$ cat config.mk
export PLATFORM = sky130hd
export DESIGN_NAME = dmem_access_ctrl
export DESIGN_NICKNAME = d
export VERILOG_FILES = /design/src/rtl/dmem_access_ctrl.sv
export SDC_FILE = /design/constraint.sdc
export NUM_CORES = 1
export LEC_CHECK = 0
export ABC_AREA = 0
export BUFFER_PORTS_ARGS = -buffer_cell sky130_fd_sc_hd__buf_2
export CAP_MARGIN = 30
export CORE_MARGIN = 10
export CORE_UTILIZATION = 44
export DETAILED_ROUTE_END_ITERATION = 7
export PLACE_DENSITY = 0.79
export SYNTH_ARGS = -nofsm -noshare
export SYNTH_HDL_FRONTEND = slang
export SYNTH_SLANG_ARGS = --single-unit
$ cat constraint.sdc
create_clock -name clk_in -period 3.7 [get_ports clk_in]
set_input_delay 0.74 -clock clk_in [delete_from_list [all_inputs] [get_ports clk_in]]
set_output_delay 0.74 -clock clk_in [all_outputs]
set_load 0.01 [all_outputs]
$ cat src/rtl/dmem_access_ctrl.sv
// dmem_access_ctrl
//   Runs RV32I loads and stores from the MEM stage onto an AHB-Lite data bus. It takes
//   one request per handshake and checks alignment before starting a bus access. After
//   the address and data phases it aligns and extends load data, then returns exactly
//   one response pulse.
// Ports
//   clk_in, rst_in         clock (rising edge); asynchronous active-high reset
//   req_*                  MEM-stage request handshake and fields
//   rsp_*                  one-cycle response: load data, bus error, misalignment
//   busy_out               high whenever the controller is not idle (MEM-stage stall)
//   h*                     AHB-Lite master signals
module dmem_access_ctrl #(
   parameter int unsigned TIMEOUT_CYCLES = 16,
   parameter int unsigned CNT_W          = 8
) (
   input  logic        clk_in,
   input  logic        rst_in,
   input  logic        req_valid_in,
   output logic        req_ready_out,
   input  logic        req_write_in,
   input  logic [1:0]  req_size_in,
   input  logic        req_unsigned_in,
   input  logic [31:0] req_addr_in,
   input  logic [31:0] req_wdata_in,
   output logic        rsp_valid_out,
   output logic [31:0] rsp_rdata_out,
   output logic        rsp_err_out,
   output logic        rsp_misalign_out,
   output logic        busy_out,
   output logic [31:0] haddr_out,
   output logic [1:0]  htrans_out,
   output logic        hwrite_out,
   output logic [2:0]  hsize_out,
   output logic [31:0] hwdata_out,
   input  logic [31:0] hrdata_in,
   input  logic        hready_in,
   input  logic        hresp_in
);

   typedef enum logic [1:0] {StIdle, StAddr, StData, StResp} state_t;

   localparam logic [CNT_W-1:0] TimeoutVal = CNT_W'(TIMEOUT_CYCLES);
   localparam bit               TimeoutEn  = (TIMEOUT_CYCLES != 0);

   state_t            state_q, state_d;
   logic [CNT_W-1:0]  cnt_q, cnt_d, cnt_inc;
   logic              uns_q, uns_d;
   logic [31:0]       haddr_q, haddr_d;
   logic              hwrite_q, hwrite_d;
   logic [1:0]        hsize_q, hsize_d;
   logic [31:0]       hwdata_q, hwdata_d;
   logic [31:0]       rdata_q, rdata_d;
   logic              err_q, err_d;
   logic              mis_q, mis_d;
   logic              misaligned;

   // Picks the addressed lane out of the bus word and sign- or zero-extends it.
   function automatic logic [31:0] load_align(input logic [31:0] d, input logic [1:0] a,
                                              input logic [1:0] sz, input logic uns);
      logic [7:0]  b;
      logic [15:0] h;
      b = 8'(d >> {a, 3'b000});
      h = a[1] ? d[31:16] : d[15:0];
      case (sz)
         2'b00:   return uns ? {24'h0, b} : {{24{b[7]}}, b};
         2'b01:   return uns ? {16'h0, h} : {{16{h[15]}}, h};
         default: return d;
      endcase
   endfunction

   assign misaligned = (req_size_in == 2'b11) ||
                       ((req_size_in == 2'b01) && req_addr_in[0]) ||
                       ((req_size_in == 2'b10) && (req_addr_in[1:0] != 2'b00));

   // Saturate so a disabled timeout can never wrap into a false match.
   assign cnt_inc = (cnt_q == {CNT_W{1'b1}}) ? cnt_q : cnt_q + CNT_W'(1);

   assign req_ready_out    = (state_q == StIdle) && !rst_in;
   assign busy_out         = (state_q != StIdle);
   assign rsp_valid_out    = (state_q == StResp);
   assign rsp_rdata_out    = rdata_q;
   assign rsp_err_out      = err_q;
   assign rsp_misalign_out = mis_q;
   assign htrans_out       = (state_q == StAddr) ? 2'b10 : 2'b00;
   assign haddr_out        = haddr_q;
   assign hwrite_out       = hwrite_q;
   assign hsize_out        = {1'b0, hsize_q};
   assign hwdata_out       = hwdata_q;

   always_comb begin
      state_d  = state_q;
      cnt_d    = cnt_q;
      uns_d    = uns_q;
      haddr_d  = haddr_q;
      hwrite_d = hwrite_q;
      hsize_d  = hsize_q;
      hwdata_d = hwdata_q;
      rdata_d  = rdata_q;
      err_d    = err_q;
      mis_d    = mis_q;
      unique case (state_q)
         StIdle: begin
            if (req_valid_in && req_ready_out) begin
               if (misaligned) begin
                  // Bus registers are left alone: no access happens for this request.
                  state_d = StResp;
                  mis_d   = 1'b1;
                  err_d   = 1'b0;
                  rdata_d = 32'h0;
               end else begin
                  state_d  = StAddr;
                  uns_d    = req_unsigned_in;
                  haddr_d  = req_addr_in;
                  hwrite_d = req_write_in;
                  hsize_d  = req_size_in;
                  case (req_size_in)
                     2'b00:   hwdata_d = {4{req_wdata_in[7:0]}};
                     2'b01:   hwdata_d = {2{req_wdata_in[15:0]}};
                     default: hwdata_d = req_wdata_in;
                  endcase
               end
            end
         end
         StAddr: begin
            if (hready_in) begin
               state_d = StData;
               cnt_d   = '0;
            end
         end
         StData: begin
            if (hresp_in) begin
               state_d = StResp;
               err_d   = 1'b1;
               mis_d   = 1'b0;
               rdata_d = 32'h0;
            end else if (hready_in) begin
               state_d = StResp;
               err_d   = 1'b0;
               mis_d   = 1'b0;
               rdata_d = hwrite_q ? 32'h0 : load_align(hrdata_in, haddr_q[1:0], hsize_q, uns_q);
            end else begin
               cnt_d = cnt_inc;
               if (TimeoutEn && (cnt_inc == TimeoutVal)) begin
                  state_d = StResp;
                  err_d   = 1'b1;
                  mis_d   = 1'b0;
                  rdata_d = 32'h0;
               end
            end
         end
         StResp: begin
            state_d = StIdle;
         end
         default: begin
            state_d = StIdle;
         end
      endcase
   end

   always_ff @(posedge clk_in or posedge rst_in) begin
      if (rst_in) begin
         state_q  <= StIdle;
         cnt_q    <= '0;
         uns_q    <= 1'b0;
         haddr_q  <= 32'h0;
         hwrite_q <= 1'b0;
         hsize_q  <= 2'b00;
         hwdata_q <= 32'h0;
         rdata_q  <= 32'h0;
         err_q    <= 1'b0;
         mis_q    <= 1'b0;
      end else begin
         state_q  <= state_d;
         cnt_q    <= cnt_d;
         uns_q    <= uns_d;
         haddr_q  <= haddr_d;
         hwrite_q <= hwrite_d;
         hsize_q  <= hsize_d;
         hwdata_q <= hwdata_d;
         rdata_q  <= rdata_d;
         err_q    <= err_d;
         mis_q    <= mis_d;
      end
   end

endmodule
==> out/qor.txt, run 1 <==
global route overflow - 0
count of nets after finishing - 800
Die Ht - 131 µm
combinational share of power - 0.412
HPWL after detailed placement - 12.3 mm
Resized cells post-CTS - 0
die width - 131 µm
DR WL met2 - 7.84 mm
status - completed
register bit count reported by yosys - 112
WP data arrival - 2.81 ns
Sw Share - 0.376
simple-gate share of the synthesized area - 0.0788
Yosys top cell by area - dfrtp_1
largest family of logic cells by synthesized area - compound AO/OA/AOI/OAI gates
synth cell count leaders - dfrtp_1, nand2_1, mux2_2, o21ai_0, mux2i_1
CP endpoint kind - register
Switching Power - 2010 µW
Async SR Flop Fraction - 1.00
mux cell area share after synthesis - 0.165
Initial DRC Count - 240
RePlAce Congestion - 0.860
Synth top area share - 0.521
Detailed Routing Iterations Pass 1 - 5
max_slew headroom - 0.394
CTS sink count - 112
largest net degree at the start of global routing - 64
CTS Root Cell - clkbuf_16
max_cap viols - 0
Clk Latency, worst-skew pair - 0.35 ns
die area - 17,100 µm²
met1 wire length - 6.11 mm
Max Clock Freq - 385 MHz
Yosys cell types - 53
xor/xnor share of the synthesized area - 0.00326
CTS hold repair buffers - 0
Tot Pwr - 5360 µW
max-slew violations - 0
first-pass GRT wire length - 25.0 mm
core footprint - 12,000 µm²
vias - 4,568
Cell Int Power - 3350 µW
number of setup buffers added after CTS - 0
Num CTS Buffers - 9
Max FO, Critical Path - 14
Cell Rows - 40
Synth Area per Inst - 10.9 µm²
CTS clk-pin slew, worst paths - 0.07 ns
Peak VDD IR - 539 µV
Hold Fails Final Rpt - 0
Slew @ Worst Pin - 0.902 ns
Synth Instances - 494
critical path launch point type - register
ys flop type - dfrtp_1
Final ANT Viol Nets - 0
Post-Syn Area - 5380 µm²
layout overhead on the synthesized area - 27.1%
Fillers - 1,036
Final min period - 2.59 ns
DRC Markers - 0
ratio of final minimum period to clock period - 0.701
Flop pwr share - 0.400
vias in the first global route - 4,837
# setup viols final - 0
DR WL/cell - 18.9 µm
Clock power frac - 0.188
CP Class - register to register
Seq/Total Area, Yosys - 0.521
H-tree levels - 3
top routing layer used - met5
initial antenna violation count - 2
adder-cell share of the synthesized area - 0.0140
GRT Total Usage - 0.184
Leakage - 0.00346 µW
Ports - 212
synth warn - 0
CTS max path bufs - 2
share of cells above drive strength 1 - 0.416
RSZ-0062 raised after global routing - no
CP Data Required Time - 3.92 ns
met3 wire length - 1.70 mm
starting density of the core - 0.448
compound-cell area share of the yosys netlist - 0.167
PwrDens - 783 nW/µm²
synth top area cells - dfrtp_1, mux2_2, mux2i_1, o21ai_0, a2bb2oi_1
most frequent cell after synthesis - dfrtp_1
WL final - 15.9 mm
CTS tree - yes
EDFF count, synth - 0
type of the most critical hold path - primary input to asynchronous set/reset pin
TNS Setup - 0 ns
DR vias/cell - 5.43
Final Skew - 0.00630 ns
PortBufs - 209
-- area by class of cell --
cell class | instances | area, µm² | share of cell area
sequential | 112 | 2800 | 0.410
antenna | 1 | 2.50 | 0.000366
multi-input combinational | 318 | 2320 | 0.339
clock inverter | 3 | 50.0 | 0.00732
tap | 147 | 184 | 0.0269
inverter | 34 | 131 | 0.0192
clock buffer | 12 | 256 | 0.0375
timing repair buffer | 214 | 1100 | 0.160
-- registers in the layout, summed over array words and instances (netlist names) --
name / count
rsp_rdata_out: 32
hsize_q: 2
haddr_out: 32
rsp_misalign_out: 1
hwrite_out: 1
uns_q: 1
rsp_err_out: 1
hwdata_out: 32
cnt_q: 8
state_q: 2
-- power by group through the flow --
stage	sequential (µW)	combinational [µW]	clock, µW
after floorplan	2290	1140	0
after global placement	2130	2180	0
after detailed placement	2150	2250	0
after CTS	2140	2250	1030
after global routing	2210	2440	1070
final	2140	2210	1010
-- cells in the final DEF, fill, tap and decap left out, drive strengths merged, types with 2 or more instances in the layout --
cell	instances
a221o	7
nor2	23
nand3	3
mux2i	36
a2bb2oi	23
nand4	2
o21ai	47
nand2b	2
nand2	49
buf	214
a21oi	21
ha	6
inv	34
or2	2
conb	2
dfrtp	112
nor3	3
a31oi	2
o22ai	16
mux2	47
o31ai	2
clkbuf	12
nor2b	2
-- metrics by stage --
step           hold slack (ns)  instance area (µm²)  setup slack [ns]  cells   util
6_report                 0.306                 6840              1.11    841  0.569
4_1_cts                  0.291                 6840              1.11    840  0.569
3_5_place_dp             0.470                 6530             0.860    825  0.544
5_1_grt                  0.299                 6840             0.908    840  0.569
2_1_floorplan            0.516                 5390             0.792    495      -
3_3_place_gp             0.459                 6530             0.976    825  0.544
-- critical path: stages, from the launching register on --
cell and delay (ns):
dfrtp_1 0.73, mux2_2 0.44, and3b_1 0.19, a311oi_1 0.74, a221o_1 0.28, o21ai_0 0.09
-- path summary, 6_finish.rpt --
path | start | to | slack (ns) | depth (start not counted)
max | haddr_out[1] | rsp_rdata_out[9] | 1.11 | 5
min | rst_in | haddr_out[3] | 0.31 | 2
max reg2reg | haddr_out[1] | rsp_rdata_out[9] | 1.11 | 5
min reg2reg | hwdata_out[17] | hwdata_out[17] | 0.48 | 2
max in group asynchronous | rst_in | haddr_out[14] | 2.37 | 3
min in group clk_in | hwdata_out[17] | hwdata_out[17] | 0.48 | 2
-- per-layer routing --
metal | vias to the layer above | GRT usage
met5 | - | 0
met4 | 2 | 0.0589
met3 | 19 | 0.0790
met2 | 192 | 0.309
met1 | 2215 | 0.209
li1 | 2140 | -
-- kinds of logic after synthesis --
kind of cell    after synthesis
flops                       112
mux                          83
other cells                   1
xor+xnor                      2
fa+ha+maj                     6
compound gates              132
simple gates                 93
buf+inv                      65
(Power assumes the default switching activity.)
==> inputs of run 2 (changes only) <==
==> constraint.sdc (replaced) <==
create_clock -name clk_in -period 2.14 [get_ports clk_in]
set_input_delay 0.428 -clock clk_in [delete_from_list [all_inputs] [get_ports clk_in]]
set_output_delay 0.428 -clock clk_in [all_outputs]
set_load 0.01 [all_outputs]
==> run 2 against run 1 <==
Cell count is 2.5% higher. Clock power rose by 57%. Clock-buffer cell count is the same. Cell area increased by 3.0%. Combinational power grew 87%. Register-to-register slack worse by 1.0 ns. Setup slack lost 1.0 ns. Via count grew 1.2%.
==> out/qor.txt, run 2 (synthesis results as in run 1) <==
CTS tree - yes (unchanged)
Max FO, Critical Path - 4 (was 14)
die area - 17,100 µm² (unchanged)
R2R depth - 8 (was 5)
largest net degree at the start of global routing - 113 (was 64)
Cell Int Power - 5810 µW (was 3350 µW)
initial antenna violation count - 2 (unchanged)
first-pass GRT wire length - 25.4 mm (was 25.0 mm)
die width - 131 µm (unchanged)
vias - 4,625 (was 4,568)
max-slew violations - 0 (unchanged)
Tot Pwr - 9360 µW (was 5360 µW)
RSZ-0062 raised after global routing - yes (was no)
PwrDens - 1330 nW/µm² (was 783 nW/µm²)
Initial DRC Count - 301 (was 240)
CTS sink count - 112 (unchanged)
Slew @ Worst Pin - 0.591 ns (was 0.902 ns)
Layout Utilization - 0.587 (was 0.569)
Ports - 212 (unchanged)
core footprint - 12,000 µm² (unchanged)
r2r setup slk - 0.06 ns (was 1.11 ns)
Max Clock Freq - 481 MHz (was 385 MHz)
cell count after placement - 843 (was 825)
CP endpoint kind - register (unchanged)
count of nets after finishing - 820 (was 800)
Num CTS Buffers - 9 (unchanged)
Non-Filler Instances - 862 (was 841)
Critical Path Start - cnt_q[0] (was haddr_out[1])
Fillers - 997 (was 1,036)
Final Skew - 0.00993 ns (was 0.00630 ns)
Final ANT Viol Nets - 0 (unchanged)
FF+latch area - 2810 µm² (was 2800 µm²)
# setup viols final - 0 (unchanged)
RePlAce Congestion - 0.923 (was 0.860)
Sw Share - 0.379 (was 0.376)
CP Class - register to register (unchanged)
CTS hold repair buffers - 0 (unchanged)
Critical R2R Launch - cnt_q[0] (was haddr_out[1])
Flop pwr share - 0.388 (was 0.400)
Peak VDD IR - 784 µV (was 539 µV)
Switching Power - 3550 µW (was 2010 µW)
TNS Setup - 0 ns (unchanged)
ratio of final minimum period to clock period - 0.972 (was 0.701)
HPWL after detailed placement - 12.5 mm (was 12.3 mm)
type of the most critical hold path - primary input to asynchronous set/reset pin (unchanged)
Clock power frac - 0.170 (was 0.188)
area of the multi-input gates - 2360 µm² (was 2320 µm²)
H-tree levels - 3 (unchanged)
CP Data Required Time - 2.41 ns (was 3.92 ns)
Final min period - 2.08 ns (was 2.59 ns)
Detailed Routing Iterations Pass 1 - 5 (unchanged)
Slowest cell on crit path - dfrtp_1 (was a311oi_1)
Leakage - 0.00356 µW (was 0.00346 µW)
PortBufs - 209 (unchanged)
critical path depth in cells - 8 (was 5)
FF-to-FF End - state_q[1] (was rsp_rdata_out[9])
combinational share of power - 0.442 (was 0.412)
leading cell types in the layout, fill and taps excluded - buf_2, dfrtp_1, nand2_1 (unchanged)
family with the most delay on the worst path - compound AO/OA/AOI/OAI gates (unchanged)
global route overflow - 0 (unchanged)
GRT Total Usage - 0.189 (was 0.184)
DR vias/cell - 5.37 (was 5.43)
most common cell after layout, fill and taps aside - buf_2 (unchanged)
starting density of the core - 0.448 (unchanged)
vias in the first global route - 4,930 (was 4,837)
Die Ht - 131 µm (unchanged)
Clk Latency, worst-skew pair - 0.35 ns (about the same)
DR WL/cell - 18.8 µm (was 18.9 µm)
critical path launch point type - register (unchanged)
worst stage delay on the critical path - 0.36 ns (was 0.74 ns)
layout overhead on the synthesized area - 31.0% (was 27.1%)
CTS max path bufs - 2 (unchanged)
status - completed (unchanged)
WP data arrival - 2.35 ns (was 2.81 ns)
DRC Markers - 0 (unchanged)
Hold Fails Final Rpt - 0 (unchanged)
critical-path cell list - ha_2 -> buf_6 -> nand3_4 -> nor4_4 -> o2111ai_4 -> a222oi_1 -> buf_4 -> mux2i_1 (was mux2_2 -> and3b_1 -> a311oi_1 -> a221o_1 -> o21ai_0)
WL final - 16.2 mm (was 15.9 mm)
Cell Rows - 40 (unchanged)
max_cap viols - 0 (unchanged)
Worst Path Buf+Inv - 2 (was 0)
CTS Root Cell - clkbuf_16 (unchanged)
CP Capture Point - state_q[1] (was rsp_rdata_out[9])
CTS clk-pin slew, worst paths - 0.06 ns (was 0.07 ns)
share of cells above drive strength 1 - 0.441 (was 0.416)
max_slew headroom - 0.606 (was 0.394)
run 2: cell types whose count changed in the layout (fill, tap and decap cells not counted), sizes merged:
cell	change
bufinv	-1
clkinv	+2
buf	+20
run 2: what timing repair did:
item | in CTS | in global routing
endpoints found under the setup margin | 0 | 36
gates resized for setup | 0 | 11
buffers inserted | 0 | 2
run 2: how the worst min path moves through the flow:
stage          slack, ns             from              to  depth (start not counted)
6_report            0.28           rst_in    haddr_out[2]                          3
5_1_grt             0.29  req_addr_in[15]   haddr_out[15]                          2
4_1_cts             0.29  req_addr_in[24]   haddr_out[24]                          2
3_5_place_dp        0.47   hwdata_out[27]  hwdata_out[27]                          2
3_3_place_gp        0.46   hwdata_out[23]  hwdata_out[23]                          2
2_1_floorplan       0.52   hwdata_out[10]  hwdata_out[10]                          2
run 2: power by group through the flow:
stage,sequential [µW],combinational (µW),clock (µW)
5_1_grt,3750,4520,1720
3_5_place_dp,3640,4160,0
4_1_cts,3630,4170,1650
6_report,3630,4130,1590
2_1_floorplan,3970,1980,0
3_3_place_gp,3600,4030,0
run 2: final cells by class:
class                           instances  share of cell area
Clock buffer                           12              0.0350
Antenna cell                            1            0.000355
Multi-Input combinational cell        318               0.335
Timing Repair Buffer                  234               0.183
Tap cell                              147              0.0261
Inverter                               34              0.0186
Clock inverter                          4             0.00391
Sequential cell                       112               0.398
run 2: layer usage:
metal	track usage	vias to the layer above	part of all wire
met5	0	-	0.00049
met4	0.0798	2	0.021
met3	0.0838	27	0.11
met2	0.318	181	0.49
met1	0.203	2231	0.38
li1	-	2184	-
run 2: tightest hold or removal path: stages:
cell and delay [ns]:
buf_2 0.13, clkinvlp_4 0.09, buf_12 0.44
run 2: through the flow:
stage          instance area [µm²]  setup slack (ns)  hold slack (ns)
2_1_floorplan                 5390            -0.456            0.516
3_3_place_gp                  6700            0.0804            0.461
3_5_place_dp                  6700            0.0311            0.466
4_1_cts                       6980           0.00503            0.286
5_1_grt                       7050           -0.0955            0.295
6_report                      7050            0.0595            0.284
